File: src/rtl/imm_decode_stage_if.sv
// Handshake bundle between fetch, the immediate-decode stage and execute.
// The slave view belongs to the decode stage; the master view drives it.
interface imm_decode_stage_if #(
  parameter int XLEN = 32
) ();
  logic            in_valid;
  logic            in_ready;
  logic [31:0]     in_instr;
  logic            out_valid;
  logic            out_ready;
  logic [XLEN-1:0] out_imm;
  logic [2:0]      out_fmt;
  logic [31:0]     out_instr;

  modport master (
    output in_valid, in_instr, out_ready,
    input  in_ready, out_valid, out_imm, out_fmt, out_instr
  );

  modport slave (
    input  in_valid, in_instr, out_ready,
    output in_ready, out_valid, out_imm, out_fmt, out_instr
  );
endinterface

File: src/rtl/imm_decode_stage.sv
// Registered RV32I/RV64I immediate generator with valid/ready handshakes,
// optional one-entry skid buffer, flush and a saturating illegal-opcode count.
module imm_decode_stage #(
  parameter int XLEN  = 32,
  parameter int SKID  = 0,
  parameter int CNT_W = 8
) (
  input  logic              clk,
  input  logic              rst_n,
  input  logic              flush,
  input  logic              cnt_clr,
  output logic [CNT_W-1:0]  illegal_cnt,
  imm_decode_stage_if.slave bus
);

  typedef enum logic [2:0] {
    FMT_R       = 3'd0,
    FMT_I       = 3'd1,
    FMT_S       = 3'd2,
    FMT_B       = 3'd3,
    FMT_U       = 3'd4,
    FMT_J       = 3'd5,
    FMT_SHAMT   = 3'd6,
    FMT_ILLEGAL = 3'd7
  } fmt_e;

  logic [31:0]     instr;
  logic [6:0]      opcode;
  logic [2:0]      func3;
  fmt_e            dec_fmt;
  logic [31:0]     dec_imm32;
  logic [XLEN-1:0] dec_imm;

  logic            in_ready_int;
  logic            accept;
  logic            inc;

  logic            out_valid_q;
  logic [XLEN-1:0] out_imm_q;
  logic [2:0]      out_fmt_q;
  logic [31:0]     out_instr_q;

  assign instr  = bus.in_instr;
  assign opcode = instr[6:0];
  assign func3  = instr[14:12];

  // Decode the incoming word into its format and a 32-bit immediate
  always_comb begin
    dec_fmt   = FMT_ILLEGAL;
    dec_imm32 = '0;
    case (opcode)
      7'b0010011: begin
        if (func3 == 3'b001 || func3 == 3'b101) begin
          dec_fmt   = FMT_SHAMT;
          // shamt bit 5 only exists on RV64
          dec_imm32 = {26'b0, (XLEN == 64) ? instr[25] : 1'b0, instr[24:20]};
        end else begin
          dec_fmt   = FMT_I;
          dec_imm32 = {{20{instr[31]}}, instr[31:20]};
        end
      end
      7'b0000011, 7'b1100111: begin
        dec_fmt   = FMT_I;
        dec_imm32 = {{20{instr[31]}}, instr[31:20]};
      end
      7'b0100011: begin
        dec_fmt   = FMT_S;
        dec_imm32 = {{20{instr[31]}}, instr[31:25], instr[11:7]};
      end
      7'b1100011: begin
        dec_fmt   = FMT_B;
        dec_imm32 = {{19{instr[31]}}, instr[31], instr[7], instr[30:25],
                     instr[11:8], 1'b0};
      end
      7'b0110111, 7'b0010111: begin
        dec_fmt   = FMT_U;
        dec_imm32 = {instr[31:12], 12'b0};
      end
      7'b1101111: begin
        dec_fmt   = FMT_J;
        dec_imm32 = {{11{instr[31]}}, instr[31], instr[19:12], instr[20],
                     instr[30:21], 1'b0};
      end
      7'b0110011: begin
        dec_fmt   = FMT_R;
        dec_imm32 = '0;
      end
      default: begin
        dec_fmt   = FMT_ILLEGAL;
        dec_imm32 = '0;
      end
    endcase
  end

  // Every 32-bit immediate is already sign-correct, so widening is a plain
  // replication of bit 31 (zero for shamt, R and ILLEGAL).
  assign dec_imm = {{(XLEN-31){dec_imm32[31]}}, dec_imm32[30:0]};

  assign accept        = bus.in_valid && in_ready_int;
  assign bus.in_ready  = in_ready_int;
  assign bus.out_valid = out_valid_q;
  assign bus.out_imm   = out_imm_q;
  assign bus.out_fmt   = out_fmt_q;
  assign bus.out_instr = out_instr_q;

  generate
    if (SKID == 0) begin : g_noskid
      assign in_ready_int = !flush && (!out_valid_q || bus.out_ready);

      // Single output register, reloaded on every acceptance
      always_ff @(posedge clk or negedge rst_n) begin
        if (!rst_n) begin
          out_valid_q <= 1'b0;
          out_imm_q   <= '0;
          out_fmt_q   <= '0;
          out_instr_q <= '0;
        end else if (flush) begin
          out_valid_q <= 1'b0;
        end else if (accept) begin
          out_valid_q <= 1'b1;
          out_imm_q   <= dec_imm;
          out_fmt_q   <= dec_fmt;
          out_instr_q <= instr;
        end else if (bus.out_ready) begin
          out_valid_q <= 1'b0;
        end
      end
    end else begin : g_skid
      logic            skid_valid;
      logic [XLEN-1:0] skid_imm;
      logic [2:0]      skid_fmt;
      logic [31:0]     skid_instr;
      logic            rdy_q;

      // in_ready comes straight from a flop, cut only by flush
      assign in_ready_int = rdy_q && !flush;

      // Output register backed by a one-entry skid; skid always drains first
      always_ff @(posedge clk or negedge rst_n) begin
        if (!rst_n) begin
          out_valid_q <= 1'b0;
          out_imm_q   <= '0;
          out_fmt_q   <= '0;
          out_instr_q <= '0;
          skid_valid  <= 1'b0;
          skid_imm    <= '0;
          skid_fmt    <= '0;
          skid_instr  <= '0;
          rdy_q       <= 1'b1;
        end else if (flush) begin
          out_valid_q <= 1'b0;
          skid_valid  <= 1'b0;
          rdy_q       <= 1'b1;
        end else if (!out_valid_q || bus.out_ready) begin
          if (skid_valid) begin
            out_valid_q <= 1'b1;
            out_imm_q   <= skid_imm;
            out_fmt_q   <= skid_fmt;
            out_instr_q <= skid_instr;
            skid_valid  <= 1'b0;
            rdy_q       <= 1'b1;
          end else if (accept) begin
            out_valid_q <= 1'b1;
            out_imm_q   <= dec_imm;
            out_fmt_q   <= dec_fmt;
            out_instr_q <= instr;
          end else begin
            out_valid_q <= 1'b0;
          end
        end else if (accept) begin
          skid_valid <= 1'b1;
          skid_imm   <= dec_imm;
          skid_fmt   <= dec_fmt;
          skid_instr <= instr;
          rdy_q      <= 1'b0;
        end
      end
    end
  endgenerate

  assign inc = accept && (dec_fmt == FMT_ILLEGAL);

  // Saturating count of accepted illegal opcodes; clear wins over history
  always_ff @(posedge clk or negedge rst_n) begin
    if (!rst_n) begin
      illegal_cnt <= '0;
    end else if (cnt_clr) begin
      illegal_cnt <= inc ? CNT_W'(1) : '0;
    end else if (inc && illegal_cnt != {CNT_W{1'b1}}) begin
      illegal_cnt <= illegal_cnt + CNT_W'(1);
    end
  end

endmodule
File: src/flat_wrapper.sv
// flat-port wrapper written by rule: the top's interface ports become plain ports
module imm_decode_stage_flat 
#(
  parameter int XLEN  = 32,
  parameter int SKID  = 0,
  parameter int CNT_W = 8
)
  (clk, rst_n, flush, cnt_clr, illegal_cnt, bus_in_valid, bus_in_instr, bus_out_ready, bus_in_ready, bus_out_valid, bus_out_imm, bus_out_fmt, bus_out_instr);
  imm_decode_stage_if #(.XLEN(XLEN)) bus_i ();
  input  logic clk;
  input  logic rst_n;
  input  logic flush;
  input  logic cnt_clr;
  output logic [CNT_W-1:0] illegal_cnt;
  input wire logic [$bits(bus_i.in_valid)-1:0] bus_in_valid;
  input wire logic [$bits(bus_i.in_instr)-1:0] bus_in_instr;
  input wire logic [$bits(bus_i.out_ready)-1:0] bus_out_ready;
  output wire logic [$bits(bus_i.in_ready)-1:0] bus_in_ready;
  output wire logic [$bits(bus_i.out_valid)-1:0] bus_out_valid;
  output wire logic [$bits(bus_i.out_imm)-1:0] bus_out_imm;
  output wire logic [$bits(bus_i.out_fmt)-1:0] bus_out_fmt;
  output wire logic [$bits(bus_i.out_instr)-1:0] bus_out_instr;
  assign bus_i.in_valid = bus_in_valid;
  assign bus_i.in_instr = bus_in_instr;
  assign bus_i.out_ready = bus_out_ready;
  assign bus_in_ready = bus_i.in_ready;
  assign bus_out_valid = bus_i.out_valid;
  assign bus_out_imm = bus_i.out_imm;
  assign bus_out_fmt = bus_i.out_fmt;
  assign bus_out_instr = bus_i.out_instr;
  imm_decode_stage #(.XLEN(XLEN), .SKID(SKID), .CNT_W(CNT_W)) u_core (.clk(clk), .rst_n(rst_n), .flush(flush), .cnt_clr(cnt_clr), .illegal_cnt(illegal_cnt), .bus(bus_i));
endmodule
File: config.mk
export PLATFORM = sky130hd
export DESIGN_NAME = imm_decode_stage_flat
export DESIGN_NICKNAME = d
export VERILOG_FILES = /design/src/rtl/imm_decode_stage_if.sv /design/src/rtl/imm_decode_stage.sv /design/src/flat_wrapper.sv
export SDC_FILE = /design/constraint.sdc
export NUM_CORES = 1
export LEC_CHECK = 0
export BUFFER_PORTS_ARGS = -buffer_cell sky130_fd_sc_hd__buf_2
export CAP_MARGIN = 20
export CORE_MARGIN = 2
export CORE_UTILIZATION = 43
export CTS_CLUSTER_SIZE = 8
export DETAILED_ROUTE_END_ITERATION = 7
export MAX_ROUTING_LAYER = met4
export PLACE_DENSITY_LB_ADDON = 0.15
export SETUP_SLACK_MARGIN = 0.5
export SLEW_MARGIN = 5
export SYNTH_ARGS = -nofsm -noshare
export SYNTH_HDL_FRONTEND = slang
export SYNTH_SLANG_ARGS = --single-unit
File: constraint.sdc
create_clock -name clk -period 2.2 [get_ports clk]
set_input_delay 0.55 -clock clk [delete_from_list [all_inputs] [get_ports clk]]
set_output_delay 0.55 -clock clk [all_outputs]
set_load 0.02 [all_outputs]
==> impl_metrics.json, run 1 <==
{
  "end_kind": "register",
  "cts.sinks": 76,
  "top_layer": "met4",
  "crit_family": "simple AND/OR/NAND/NOR gates",
  "clk_pin_slew_ns": 0.08,
  "viasPerCell": 5.22,
  "die_area_mm2": 0.00855,
  "hold_violations": 0,
  "drv_cap": 0,
  "path_class": "primary input to register",
  "num_rows": 32,
  "required_ns": 2.43,
  "synth_fp_nets": 386,
  "ys_types": 47,
  "start_kind": "primary input",
  "multi_input_comb_area_mm2": 0.00140,
  "status": "completed",
  "globalplace.congestion": 0.915,
  "nFillCells": 714,
  "dr_wl_met3_um": 497,
  "drtPass1Iterations": 4,
  "p_leak_uw": 0.00234,
  "drcViolationCount": 0,
  "gr-usage-all-layers_pct": 21.6,
  "area_growth_pct": 32.6,
  "slowest_delay_ns": 0.54,
  "clockBufferDepth": 2,
  "start_util_pct": 44.0,
  "rsz0062_at_grt": "yes",
  "wl_met1_um": 4130,
  "path_max_fanout": 3,
  "critPathArrivalTime_ns": 2.12,
  "die_h_um": 92.5,
  "powerDensity_mw_per_mm2": 733,
  "routed_wl_um": 8790,
  "final_antenna_net_count": 0,
  "drive_gt1_share_pct": 36.8,
  "cts_tree": "built",
  "antenna_found_initial": 0,
  "gr-total-overflow": 0,
  "num_antenna_cells": 0,
  "final-seq-area_mm2": 0.00190,
  "die_x_um": 92.5,
  "dp_hpwl_um": 6140,
  "grt_max_degree": 71,
  "fmax_ghz": 0.531,
  "netlist_area_mm2": 0.00337,
  "synthesis.instances": 347,
  "hold_ws_ns": 0.185,
  "ys.flop_type": "dfrtp_1",
  "cts_buffers": 9,
  "setup_viol": 0,
  "synth_edf_count": 0,
  "finalCritPeriodShare_pct": 85.5,
  "min_path_type": "primary input to asynchronous set/reset pin",
  "root_buffer": "clkbuf_8",
  "avgSynthCellArea_um2": 9.70,
  "port_buffers": 114,
  "post-route-util_pct": 58.3,
  "seq_area_frac_synth_pct": 56.5,
  "worstPathBufferInverterCount": 2,
  "drtIter0Drc": 131,
  "grt_pass1_vias": 2767,
  "finalClockSkew_ns": 0.00704,
  "io_pins": 115,
  "synthArstFlopShare_pct": 100,
  "period_needed_ns": 1.88,
  "insertion_delay_ns": 0.35,
  "tightest_slew_ns": 0.605,
  "grt_pass1_wl_um": 14100,
  "worst_path_max_delay_cell": "or4_4",
  "fin_nets": 512,
  "yosys_warnings": 0,
  "synth_seq_cells": 76,
  "fp.coreArea_mm2": 0.00765,
  "placed_cells": 557,
  "place_area_mm2": 0.00411,
  "max-vdd-ir-drop_mv": 0.307,
  "wl_met2_um": 4040,
  "fin_cells": 580,
  "wl_per_cell_um": 15.2,
  "total_power_uw": 3270,
  "slew_headroom_pct": 59.5,
  "drv_slew": 0,
  "fin_area_mm2": 0.00446,
  "vias": 3026,
  "cts_hold_buffers": 0,
  "cts.htree.levels": 3,
  "path_cells": "buf_6 -> or4_4 -> o21ai_4 -> o211ai_4 -> buf_4 -> nor3_2 -> mux2_4"
}
## cell families after synthesis
logic type | after synthesis | share of synthesized area, %
compound gates | 70 | 15.8
fa+ha+maj | 1 | 0.372
buf+inv | 29 | 4.16
flops | 76 | 56.5
mux | 3 | 1.00
simple gates | 168 | 22.1
## power by group
part	leakage, uW	switching, uW	total [uW]	internal, uW
logic	0.00124	391	602	210
clock network	0.0000995	541	1110	565
registers	0.000995	56.1	1560	1510
## cell type report
type / instances / area share [%]
Timing Repair Buffer: 138 / 17.9
Clock inverter: 6 / 1.60
Sequential cell: 76 / 42.6
Inverter: 6 / 0.505
Clock buffer: 10 / 3.08
Tap cell: 102 / 2.86
Multi-Input combinational cell: 242 / 31.5
## final timing paths
path,cells after the start,from,end,slack (ns)
setup / recovery,7,bus_in_instr[5],u_core.illegal_cnt[7],0.32
hold / removal,1,rst_n,u_core.bus.out_instr[23],0.19
setup reg to reg,5,u_core.illegal_cnt[1],u_core.illegal_cnt[5],0.46
hold reg to reg,2,u_core.bus.out_instr[22],u_core.bus.out_instr[22],0.47
max in group asynchronous,2,rst_n,u_core.illegal_cnt[5],1.39
min in group clk,2,flush,u_core.bus.out_valid,0.38
## flip-flops by register name, summed over array words and instances, names as in the netlist
name and count:
u_core.bus.out_fmt 3, u_core.bus.out_imm 32, u_core.illegal_cnt 8, u_core.bus.out_valid 1
u_core.bus.out_instr 32
## cell usage in the layout, fill, tap and decap left out, types with 3 or more instances in the layout
master and instances:
a21oi_1 10, a221o_1 20, a22oi_1 5, buf_2 110
buf_4 23, buf_6 3, clkbuf_8 10, dfrtp_1 76
inv_1 6, nand2_1 114, nand2b_1 3, nand3_1 6
nor2_1 11, nor2b_1 4, o21ai_0 18, o31ai_1 3
or4_1 3
## layer usage
layer,track usage (%),vias up
met4,7.59,0
li1,-,1458
met2,31.9,92
met1,30.5,1465
met5,-,-
met3,3.34,11
## through the flow
stage | setup WS, ns | TNS (ns)
after floorplan | 0.0162 | 0
after global placement | -0.0392 | -0.172
after detailed placement | -0.0890 | -0.363
after CTS | 0.317 | 0
after global routing | 0.248 | 0
final | 0.318 | 0
## Yosys cell counts (all sizes together), types with 2 or more instances
cell	number	share of area, %
nand2	115	13
dfrtp	76	57
a221o	20	5.9
o21ai	19	2.9
nor2	14	1.6
clkbuf	12	1.3
a21oi	10	1.5
buf	10	1.9
a22oi	6	1.7
inv	6	0.67
nand3	6	0.89
nor2b	5	0.93
nor3	4	0.74
o31ai	4	0.89
or4	4	1.0
mux2	3	1.0
nand2b	3	0.56
or2	3	0.56
a32oi	2	0.52
and2	2	0.37
and3	2	0.37
nand4	2	0.37
nor4	2	0.37
o22ai	2	0.37
## timing repair
item                       in CTS  in global routing
gates cloned                    0                  0
gates resized for setup         6                  9
buffers inserted                4                  3
setup endpoints to repair      28                 18
pin swaps                       5                  2
Note: power is estimated with default switching activity, not from simulation.
==> inputs of run 2 (changes only) <==
==> constraint.sdc (replaced) <==
create_clock -name clk -period 2.1 [get_ports clk]
set_input_delay 0.525 -clock clk [delete_from_list [all_inputs] [get_ports clk]]
set_output_delay 0.525 -clock clk [all_outputs]
set_load 0.02 [all_outputs]
==> run 2 against run 1 <==
Compared with the run above: first-iteration DRC count is the same; critical path depth is the same; critical endpoint is now u_core.illegal_cnt[6]; worst setup slack lost 0.092 ns; clock power grew 14%; register-to-register slack lost 0.02 ns; largest cell class unchanged; global-route usage shrank 0.19 points.
==> impl_metrics.json, run 2 (synthesized netlist as in run 1, its figures left out) <==
{
  "finalCritPeriodShare_pct": 89.2,
  "wl_met1_um": 4050,
  "cts_tree": "built",
  "rsz0062_at_grt": "yes",
  "cts.sinks": 76,
  "dp_hpwl_um": 6290,
  "cts.htree.levels": 3,
  "reg2reg_depth": 6,
  "cts_buffers": 9,
  "placed_cells": 562,
  "drv_slew": 0,
  "grt_pass1_vias": 2738,
  "place_area_mm2": 0.00415,
  "drtPass1Iterations": 4,
  "min_path_type": "primary input to asynchronous set/reset pin",
  "cts_hold_buffers": 0,
  "slew_headroom_pct": 63.9,
  "grt_pass1_wl_um": 14000,
  "top_layer": "met4",
  "wl_met2_um": 4320,
  "num_rows": 32,
  "drv_cap": 0,
  "insertion_delay_ns": 0.34,
  "r2r_setup_slack_ns": 0.44,
  "hold_violations": 0,
  "r2r_start": "u_core.bus.out_valid",
  "finalClockSkew_ns": 0.0105,
  "powerDensity_mw_per_mm2": 770,
  "p_leak_uw": 0.00242,
  "viasPerCell": 5.25,
  "mostFrequentLayoutCells": "nand2_1 (114), buf_2 (109), dfrtp_1 (76), buf_4 (29), a221o_1 (20)",
  "num_antenna_cells": 0,
  "end_kind": "register",
  "vias": 3101,
  "dr_wl_met3_um": 517,
  "critPathArrivalTime_ns": 2.14,
  "port_buffers": 114,
  "required_ns": 2.37,
  "path_max_fanout": 3,
  "clk_pin_slew_ns": 0.09,
  "antenna_found_initial": 0,
  "max-vdd-ir-drop_mv": 0.374,
  "path_class": "primary input to register",
  "final_antenna_net_count": 0,
  "fin_cells": 591,
  "die_area_mm2": 0.00855,
  "root_buffer": "clkbuf_8",
  "worstReg2RegEnd": "u_core.illegal_cnt[6]",
  "io_pins": 115,
  "period_needed_ns": 1.87,
  "gr-total-overflow": 0,
  "fp.coreArea_mm2": 0.00765,
  "fin_nets": 523,
  "globalplace.congestion": 0.852,
  "grt_max_degree": 67,
  "drive_gt1_share_pct": 39.5,
  "wl_per_cell_um": 15.2,
  "routed_wl_um": 9010,
  "hold_ws_ns": 0.0864,
  "drtIter0Drc": 131,
  "final_common_cell": "nand2_1",
  "gr-usage-all-layers_pct": 21.4,
  "fin_area_mm2": 0.00463,
  "clockBufferDepth": 2,
  "area_growth_pct": 37.6,
  "status": "completed",
  "fmax_ghz": 0.534,
  "tightest_slew_ns": 0.539,
  "die_x_um": 92.5,
  "die_h_um": 92.5,
  "post-route-util_pct": 60.6,
  "setup_viol": 0,
  "start_util_pct": 44.0,
  "drcViolationCount": 0,
  "start_kind": "primary input"
}
-- run 2: through the flow --
step	power (uW)	setup slack (ns)	TNS, ns
2_1_floorplan	2020	-0.0588	-0.134
3_3_place_gp	2280	-0.109	-1.11
3_5_place_dp	2290	-0.159	-1.73
4_1_cts	3590	0.235	0
5_1_grt	3740	0.198	0
6_report	3570	0.226	0
-- run 2: power by group --
group          internal (uW)  switching, uW  total (uW)
Clock                    714            554        1270
Sequential              1580           60.4        1640
Combinational            237            421         658
-- run 2: worst max-delay path by stage --
stage,startpoint,to,slack (ns),cells after the start
after global placement,bus_in_instr[5],u_core.illegal_cnt[4],-0.11,7
after CTS,bus_in_instr[5],u_core.illegal_cnt[7],0.24,7
after global routing,bus_in_instr[5],u_core.illegal_cnt[3],0.20,7
final,bus_in_instr[5],u_core.illegal_cnt[6],0.23,7
after floorplan,bus_in_instr[5],u_core.illegal_cnt[7],-0.06,7
after detailed placement,bus_in_instr[5],u_core.illegal_cnt[4],-0.16,7
-- run 2: cell type report --
type / instances / area (um2)
clock buffer: 10 / 138
clock inverter: 6 / 93.8
fill: 705 / 3020
inverter: 6 / 22.5
multi-input combinational: 243 / 1450
sequential: 76 / 1900
tap: 102 / 128
timing repair buffer: 148 / 893
-- run 2: critical path: stages --
cell and delay, ns:
buf_6 0.10, or4_4 0.55, o21ai_4 0.16, o211ai_2 0.12, buf_4 0.17, or4_1 0.39
a21oi_1 0.13
-- run 2: routing by layer --
metal	vias to the layer above	global-route usage, %
met3	9	4.15
met5	-	-
met1	1510	28.9
li1	1484	-
met2	98	33.4
met4	0	5.72
-- run 2: what timing repair did --
item / in CTS / in global routing
endpoints found under the setup margin: 30 / 37
pin swaps: 5 / 12
resized for setup: 13 / 17
setup buffers: 1 / 11
gates cloned: 0 / 1
==> inputs of run 3 (changes only) <==
--- a/config.mk
+++ b/config.mk
@@ -5,6 +5,7 @@
 export SDC_FILE = /design/constraint.sdc
 export NUM_CORES = 1
 export LEC_CHECK = 0
+export ABC_AREA = 1
 export BUFFER_PORTS_ARGS = -buffer_cell sky130_fd_sc_hd__buf_2
 export CAP_MARGIN = 20
 export CORE_MARGIN = 2
==> run 3 against run 2 <==
Compared with the run above: synthesized cell count increased by 25%; critical endpoint is now bus_in_ready; register-to-register slack improved by 0.17 ns; global-route usage increased by 0.24 points; largest cell class unchanged; combinational power decreased by 2%; maximum frequency increased by 17%; worst setup slack improved by 0.27 ns; final area decreased by 2.9%; non-clock buffer count decreased by 26; first-iteration DRC count decreased by 21%; total power decreased by 4.4%; die area increased by 5.7%; critical path depth decreased by 3.
==> impl_metrics.json, run 3 <==
{
  "path_max_fanout": 2,
  "fp.coreArea_mm2": 0.00813,
  "yosysMostFrequentCell": "nand2_1",
  "p_switching_uw": 1050,
  "root_buffer": "clkbuf_8",
  "synthesis.instances": 434,
  "comb_power_share_pct": 19.0,
  "vias": 3221,
  "die_h_um": 95.1,
  "dp_hpwl_um": 6350,
  "required_ns": 1.57,
  "routed_wl_um": 8990,
  "die_area_mm2": 0.00903,
  "end_kind": "output port",
  "worst_path_max_delay_cell": "dfrtp_1",
  "seq_power_share_pct": 48.8,
  "synthArstFlopShare_pct": 100,
  "seq_area_frac_synth_pct": 53.4,
  "finalSetupTns_ns": 0,
  "final.setup.worst_slack_ns": 0.495,
  "drtPass1Iterations": 4,
  "cts_hold_buffers": 0,
  "post-route-util_pct": 55.3,
  "grt_pass1_vias": 3130,
  "worstPathBufferInverterCount": 2,
  "drive_gt1_share_pct": 31.1,
  "fmax_ghz": 0.623,
  "period_needed_ns": 1.61,
  "yosys-top-cells-area": "dfrtp_1 (53%), nand2_1 (19%), o21ai_0 (4.6%), nand3_1 (3.5%), nor2_1 (2.9%)",
  "tightest_slew_ns": 0.451,
  "port_buffers": 114,
  "hold_violations": 0,
  "powerDensity_mw_per_mm2": 759,
  "synth_edf_count": 0,
  "status": "completed",
  "num_rows": 33,
  "mostFrequentLayoutCells": "nand2_1 (180), buf_2 (112), dfrtp_1 (74), o21ai_0 (28), nor2_1 (27)",
  "avgSynthCellArea_um2": 8.21,
  "power.share.clock_pct": 32.2,
  "die_x_um": 95.1,
  "final_common_cell": "nand2_1",
  "setup_viol": 0,
  "max-vdd-ir-drop_mv": 0.330,
  "final_antenna_net_count": 0,
  "dp_slack_ns": 0.0926,
  "start_util_pct": 43.8,
  "clockBufferDepth": 2,
  "rsz0062_at_grt": "yes",
  "drv_slew": 0,
  "min_path_type": "primary input to asynchronous set/reset pin",
  "synth_seq_cells": 76,
  "start_kind": "register",
  "grt_pass1_wl_um": 14700,
  "finalCritPeriodShare_pct": 76.4,
  "wl_per_cell_um": 13.6,
  "io_pins": 115,
  "path_class": "register to output port",
  "drcViolationCount": 0,
  "yosys.area.top_type_share_pct": 53.4,
  "ys.flop_type": "dfrtp_1",
  "path_cells": "nand2_2 -> inv_2 -> nor2_2 -> buf_4",
  "place_area_mm2": 0.00422,
  "fin_area_mm2": 0.00450,
  "critPathArrivalTime_ns": 1.08,
  "yosys_warnings": 0,
  "globalplace.congestion": 0.927,
  "netSwitchingFraction_pct": 30.7,
  "netlist_area_mm2": 0.00356,
  "synthTopCellsByCount": "nand2_1 (181), dfrtp_1 (76), o21ai_0 (33), nor2_1 (28), nand3_1 (25)",
  "antenna_found_initial": 0,
  "p_int_uw": 2360,
  "viasPerCell": 4.87,
  "finalClockSkew_ns": 0.00730,
  "num_antenna_cells": 0,
  "slowest_delay_ns": 0.39,
  "grt_max_degree": 87,
  "gr-usage-all-layers_pct": 21.6,
  "clk_pin_slew_ns": 0.08,
  "nFillCells": 769,
  "area_growth_pct": 26.2,
  "synth_fp_nets": 473,
  "drv_cap": 0,
  "synth_top_area_cell": "dfrtp_1",
  "crit_family": "flip-flops",
  "gr-total-overflow": 0,
  "cts.htree.levels": 3,
  "ys_types": 31,
  "fin_nets": 590,
  "drtIter0Drc": 104,
  "cts.sinks": 76,
  "p_leak_uw": 0.00264,
  "slew_headroom_pct": 69.8,
  "cts_tree": "built",
  "cts_buffers": 9,
  "insertion_delay_ns": 0.35
}
[run 3: cell types whose count changed after synthesis, moves of 5 or more]
cell,previous run,this run
a21oi_1,10,2
a221o_1,20,0
clkbuf_1,12,6
inv_1,6,20
inv_2,0,8
nand2_1,115,181
nand2_2,0,6
nand3_1,6,25
nor2_1,14,28
nor2b_1,5,0
o21ai_0,18,33
[run 3: final cells by class]
cell class	instances	area, um2	area share, %
tap	105	131	2.92
multi-input combinational	312	1470	32.7
clock inverter	3	18.8	0.417
sequential	76	1900	42.3
timing repair buffer	122	681	15.1
inverter	30	113	2.50
clock buffer	13	179	3.98
[run 3: repair_timing]
action,in CTS,in global routing
pin swaps,1,1
resized for setup,4,12
setup buffers,0,3
setup endpoints to repair,15,25
[run 3: metrics by stage]
stage                     power, uW  instances  hold WS (ns)
after floorplan                2060        434         0.229
after global placement         2320        642         0.449
after detailed placement       2330        642         0.454
after CTS                      3430        658         0.129
after global routing           3590        661         0.136
final                          3410        661         0.122
[run 3: routing by layer]
layer	share of wire (%)	GRT usage, %	vias to the layer above
li1	-	-	1603
met1	46	28.2	1493
met2	45	33.3	109
met3	7.0	4.90	16
met4	1.9	8.09	0
met5	0	-	-
[run 3: power groups by stage]
| stage | sequential, uW | combinational (uW) | clock (uW) |
|---|---|---|---|
| 2_1_floorplan | 1850 | 212 | 0 |
| 3_3_place_gp | 1690 | 634 | 0 |
| 3_5_place_dp | 1690 | 640 | 0 |
| 4_1_cts | 1670 | 642 | 1120 |
| 5_1_grt | 1680 | 720 | 1190 |
| 6_report | 1670 | 647 | 1100 |
[run 3: cells by family (layout without fill, tap and decap cells)]
kind of cell,count (synthesis),count (layout),share of synthesized area (%)
xor+xnor,4,4,0.983
simple gates,257,257,31.3
fa+ha+maj,1,1,0.351
flops,76,76,53.4
compound gates,50,50,7.79
buf+inv,46,168,6.25
[run 3: path summary, 6_finish.rpt]
kind / from / end / slack [ns] / cells past startpoint
worst min register to register: u_core.bus.out_instr[9] / u_core.bus.out_instr[9] / 0.47 / 2
worst min-delay path: rst_n / u_core.bus.out_instr[27] / 0.12 / 1
worst max register to register: u_core.illegal_cnt[0] / u_core.illegal_cnt[1] / 0.61 / 8
max in group asynchronous: rst_n / u_core.bus.out_fmt[1] / 1.38 / 2
worst max-delay path: u_core.bus.out_valid / bus_in_ready / 0.49 / 4
min in group clk: flush / u_core.bus.out_valid / 0.39 / 2
[run 3: worst reg2reg max path, stage by stage (launching register included)]
cell	delay, ns
dfrtp_2	0.41
ha_1	0.18
nand2_1	0.11
nor3_4	0.23
nand3_2	0.12
nand3_4	0.11
nand2_4	0.09
nand2_1	0.08
nand2_1	0.05
